===== src/rtl/credit_recv_queue_if.sv =====
// Handshake bundle between the credit-link sender/consumer and the receive queue.
// master = the testbench/sender side, slave = the queue itself.
interface credit_recv_queue_if #(
    parameter int p_msg_nbits   = 32,
    parameter int p_num_entries = 4
);
    localparam int CNT_W = $clog2(p_num_entries + 1);

    logic                   recv_val;
    logic [p_msg_nbits-1:0] recv_msg;
    logic                   send_val;
    logic                   send_rdy;
    logic [p_msg_nbits-1:0] send_msg;
    logic                   credit_return;
    logic [CNT_W-1:0]       num_free;
    logic                   overflow;

    modport master (
        output recv_val, recv_msg, send_rdy,
        input  send_val, send_msg, credit_return, num_free, overflow
    );

    modport slave (
        input  recv_val, recv_msg, send_rdy,
        output send_val, send_msg, credit_return, num_free, overflow
    );
endinterface


===== src/rtl/credit_recv_queue.sv =====
// Receiver end of a credit-based link: circular buffer, val/rdy drain,
// one credit pulse per freed entry, sticky overflow on a dropped message.
module credit_recv_queue #(
    parameter int p_msg_nbits   = 32,
    parameter int p_num_entries = 4
) (
    input  logic               clk,
    input  logic               reset,
    credit_recv_queue_if.slave q
);
    localparam int CNT_W = $clog2(p_num_entries + 1);
    localparam int PTR_W = (p_num_entries > 1) ? $clog2(p_num_entries) : 1;
    localparam logic [CNT_W-1:0] DEPTH    = CNT_W'(p_num_entries);
    localparam logic [PTR_W-1:0] PTR_LAST = PTR_W'(p_num_entries - 1);

    logic [p_msg_nbits-1:0] mem [p_num_entries];
    logic [PTR_W-1:0]       enq_ptr, deq_ptr;
    logic [CNT_W-1:0]       count, count_next;
    logic                   credit_q, overflow_q;
    logic                   not_empty, enq_fire, deq_fire, drop;

    assign not_empty = (count != '0);
    assign enq_fire  = q.recv_val && (count < DEPTH);
    assign deq_fire  = not_empty && q.send_rdy;
    // A full queue drops the arrival even if a dequeue frees a slot this cycle.
    assign drop      = q.recv_val && (count == DEPTH);

    always_comb begin
        count_next = count;
        if (enq_fire && !deq_fire)
            count_next = count + CNT_W'(1);
        else if (!enq_fire && deq_fire)
            count_next = count - CNT_W'(1);
    end

    always_ff @(posedge clk or negedge reset) begin
        if (!reset) begin
            enq_ptr    <= '0;
            deq_ptr    <= '0;
            count      <= '0;
            credit_q   <= 1'b0;
            overflow_q <= 1'b0;
        end else begin
            if (enq_fire)
                enq_ptr <= (enq_ptr == PTR_LAST) ? '0 : enq_ptr + PTR_W'(1);
            if (deq_fire)
                deq_ptr <= (deq_ptr == PTR_LAST) ? '0 : deq_ptr + PTR_W'(1);
            count    <= count_next;
            credit_q <= deq_fire;
            if (drop)
                overflow_q <= 1'b1;
        end
    end

    // Storage carries no reset; contents are only observed while send_val=1.
    always_ff @(posedge clk) begin
        if (enq_fire)
            mem[enq_ptr] <= q.recv_msg;
    end

    assign q.send_val      = not_empty;
    assign q.send_msg      = mem[deq_ptr];
    assign q.credit_return = credit_q;
    assign q.num_free      = DEPTH - count;
    assign q.overflow      = overflow_q;
endmodule


===== src/flat_wrapper.sv =====
// flat-port wrapper written by rule: the top's interface ports become plain ports
module credit_recv_queue_flat 
#(
    parameter int p_msg_nbits   = 32,
    parameter int p_num_entries = 4
)
  (clk, reset, q_recv_val, q_recv_msg, q_send_rdy, q_send_val, q_send_msg, q_credit_return, q_num_free, q_overflow);
  credit_recv_queue_if #(.p_msg_nbits(p_msg_nbits), .p_num_entries(p_num_entries)) q_i ();
  input  logic clk;
  input  logic reset;
  input wire logic [$bits(q_i.recv_val)-1:0] q_recv_val;
  input wire logic [$bits(q_i.recv_msg)-1:0] q_recv_msg;
  input wire logic [$bits(q_i.send_rdy)-1:0] q_send_rdy;
  output wire logic [$bits(q_i.send_val)-1:0] q_send_val;
  output wire logic [$bits(q_i.send_msg)-1:0] q_send_msg;
  output wire logic [$bits(q_i.credit_return)-1:0] q_credit_return;
  output wire logic [$bits(q_i.num_free)-1:0] q_num_free;
  output wire logic [$bits(q_i.overflow)-1:0] q_overflow;
  assign q_i.recv_val = q_recv_val;
  assign q_i.recv_msg = q_recv_msg;
  assign q_i.send_rdy = q_send_rdy;
  assign q_send_val = q_i.send_val;
  assign q_send_msg = q_i.send_msg;
  assign q_credit_return = q_i.credit_return;
  assign q_num_free = q_i.num_free;
  assign q_overflow = q_i.overflow;
  credit_recv_queue #(.p_msg_nbits(p_msg_nbits), .p_num_entries(p_num_entries)) u_core (.clk(clk), .reset(reset), .q(q_i));
endmodule

===== config.mk =====
export PLATFORM = sky130hd
export DESIGN_NAME = credit_recv_queue_flat
export DESIGN_NICKNAME = d
export VERILOG_FILES = /design/src/rtl/credit_recv_queue_if.sv /design/src/rtl/credit_recv_queue.sv /design/src/flat_wrapper.sv
export SDC_FILE = /design/constraint.sdc
export NUM_CORES = 1
export LEC_CHECK = 0
export ABC_AREA = 1
export CORE_UTILIZATION = 45
export CTS_CLUSTER_SIZE = 12
export DETAILED_ROUTE_END_ITERATION = 8
export PLACE_DENSITY = 0.67
export REMOVE_ABC_BUFFERS = 1
export SETUP_SLACK_MARGIN = 0.5
export SLEW_MARGIN = 20
export SYNTH_ARGS = -nofsm -noshare
export SYNTH_HDL_FRONTEND = slang
export SYNTH_SLANG_ARGS = --single-unit

===== constraint.sdc =====
create_clock -name clk -period 5.8 [get_ports clk]
set_input_delay 1.16 -clock clk [delete_from_list [all_inputs] [get_ports clk]]
set_output_delay 1.16 -clock clk [all_outputs]
set_load 0.02 [all_outputs]

==> impl_metrics.tcl <==
set metrics [dict create \
    place_congestion 0.752 \
    cts_setup_buffers 0 \
    yosys_warnings 0 \
    cts_made_buffers 17 \
    yosysTopAreaCellShare_pct 67.5 \
    pre_cts_ws_ns 2.28 \
    synth_seq_cells 137 \
    wl_per_cell_um 14.8 \
    grt_usage_pct 17.0 \
    clk_path_buf_depth 2 \
    synth_area_leaders "edfxtp_1, o211ai_1, nand2_1" \
    setup_viol 0 \
    required_ns 4.64 \
    core_um2 12200 \
    cts_root_buf "clkbuf_16" \
    synth_simple_gate_area_share_pct 8.02 \
    slew_viol_final 0 \
    finalNonFillerCells 692 \
    relSlewSlack_pct 29.5 \
    synth_xor_area_share_pct 0.154 \
    fin_skew_ns 0.00866 \
    drv_cap 0 \
    post_cts_resized 0 \
    die_w_um 115 \
    switchingPower_mw 1.34 \
    start_kind "flop" \
    period_share_pct 62.0 \
    initialDrtViolationCount 260 \
    p_per_area_nw_per_um2 542 \
    drt-total-wl_um 10200 \
    antenna_found_initial 0 \
    drive_gt1_share_pct 6.49 \
    num-nets-final 559 \
    grt_pass1_wl_um 16400 \
    clk_latency_ns 0.41 \
    yosys.area.top_type "edfxtp_1" \
    clkTransAtPathRegs_ns 0.05 \
    synth_compound_area_share_pct 8.92 \
    synth.area.mux_share_pct 0 \
    tns_ns 0 \
    n_fill_cell 999 \
    io_pins 74 \
    io_buffers 73 \
    synth-async-reset-ratio_pct 6.57 \
    rows 40 \
    synth_enable_flop_cells 128 \
    path_class "flop to output pin" \
    drt_drc_violations_left 0 \
    leakagePower_nw 2.74 \
    syn_inst 442 \
    endpoint_kind "output pin" \
    cts.sinks 137 \
    placed_cell_area_um2 6470 \
    grt_setup_unrepaired "false" \
    synth_flop_cell "edfxtp_1" \
    pwr-share-clk_pct 24.9 \
    drt.antenna.violating_nets 0 \
    regArea_um2 4070 \
    multi_input_area_um2 1140 \
    synth_top_family_by_area "buffers and inverters" \
    power_frac_seq_pct 35.9 \
    dp.cells 662 \
    n_antenna_cell 0 \
    worstHoldPathType "flop to flop" \
    fmax_mhz 278 \
    synth_most_common_cell "edfxtp_1" \
    grt_pass1_vias 3405 \
    worst_slack_ns 2.21 \
    synth_common_cells "edfxtp_1, nand2_1, inv_1" \
    grt_max_degree 130 \
    grt_overflow 0 \
    pwr-share-comb_pct 39.2 \
    fin_area_um2 6990 \
    cts_tree "built" \
    status "completed" \
    die_h_um 115 \
    hold_viol 0 \
    irDropWorstVdd_mv 0.303 \
    syn-cell-area_um2 5700 \
    layout_min_cycle_time_ns 3.59 \
    path_max_fanout 129 \
    hold_buffers 0 \
    place_hpwl_um 5790 \
    avgSynthCellArea_um2 12.9 \
    r2r_setup_slack_ns 3.06 \
    first_pass_iters 5 \
    vias_per_cell 4.82 \
    synthDistinctLibCells 17 \
    htreeDepth 4 \
    internal-power_mw 2.45 \
    switching_share_pct 35.4 \
    syn_to_final_growth_pct 22.7 \
    start_util_pct 46.8 \
    synthAdderAreaFrac_pct 2.33 \
    fp.dieArea_um2 13100 \
    crit_arrival_ns 2.43 \
    tightest_slew_ns 1.05 \
    dr_total_vias 3335 \
    ys_seq_area_share_pct 71.4 \
]
## power by group through the flow
stage / Combinational, mW / Sequential, mW / Clock [mW]
final: 1.48 / 1.36 / 0.944
after global placement: 1.47 / 1.37 / 0
after detailed placement: 1.50 / 1.38 / 0
after CTS: 1.51 / 1.36 / 0.960
after floorplan: 0.830 / 1.40 / 0
after global routing: 1.63 / 1.38 / 1.00
## layer usage
layer	track usage, %	vias up	wire length (um)
met5	0	-	0
met3	4.39	11	463
met1	21.0	1585	4560
li1	-	1661	-
met4	6.67	0	117
met2	28.7	78	5070
## area by class of cell
class | count | share of cell area [%]
clock buffer | 19 | 6.20
clock inverter | 11 | 1.20
inverter | 83 | 4.53
multi-input combinational | 200 | 16.3
sequential | 137 | 58.2
tap | 168 | 3.01
timing repair buffer | 74 | 10.6
## state kept, by name, summed over array words and instances, names as in the netlist
signal,cells
u_core.mem,128
u_core.count,3
u_core.deq_ptr,2
u_core.enq_ptr,2
u_core.q.credit_return,1
u_core.q.overflow,1
## cells in the final DEF (no fill, tap or decap), types with 2 or more instances in the layout
cell / n
nand2_1: 109
ha_1: 9
nor2_1: 3
inv_1: 81
edfxtp_1: 128
nand3_1: 3
clkdlybuf4s50_1: 73
clkbuf_16: 17
o211ai_1: 64
clkinvlp_4: 2
nor2_4: 4
o21ai_0: 4
clkbuf_1: 2
clkinv_2: 7
dfrtp_1: 9
## metrics by stage
stage / util (%) / hold slack [ns] / power, mW
floorplan: - / 0.483 / 2.23
global placement: 53.2 / 0.439 / 2.84
detailed placement: 53.2 / 0.447 / 2.88
CTS: 57.4 / 0.463 / 3.83
global route: 57.4 / 0.497 / 4.01
finish: 57.4 / 0.458 / 3.79
## cells by family (layout without fill, tap and decap cells)
logic type	Yosys count	count (layout)
compound gates	69	69
xor+xnor	1	1
fa+ha+maj	10	10
buf+inv	105	187
flops	137	137
simple gates	120	120
## path summary, 6_finish.rpt
| path | cells after the start | end | from |
|---|---|---|---|
| max reg2reg | 6 | u_core.mem[0][24] | u_core.count[0] |
| max in group asynchronous | 1 | u_core.enq_ptr[0] | reset |
| min in group asynchronous | 1 | u_core.count[0] | reset |
| min | 1 | u_core.q.overflow | u_core.q.overflow |
| min reg2reg | 1 | u_core.q.overflow | u_core.q.overflow |
| max | 5 | q_send_msg[20] | u_core.deq_ptr[0] |
## critical path: stages, from the launching register on
cell,delay (ns)
dfrtp_1,0.44
inv_6,0.62
nand2_1,0.15
o211ai_1,0.16
nand2_1,0.08
clkdlybuf4s50_1,0.54
(Power assumes the default switching activity.)
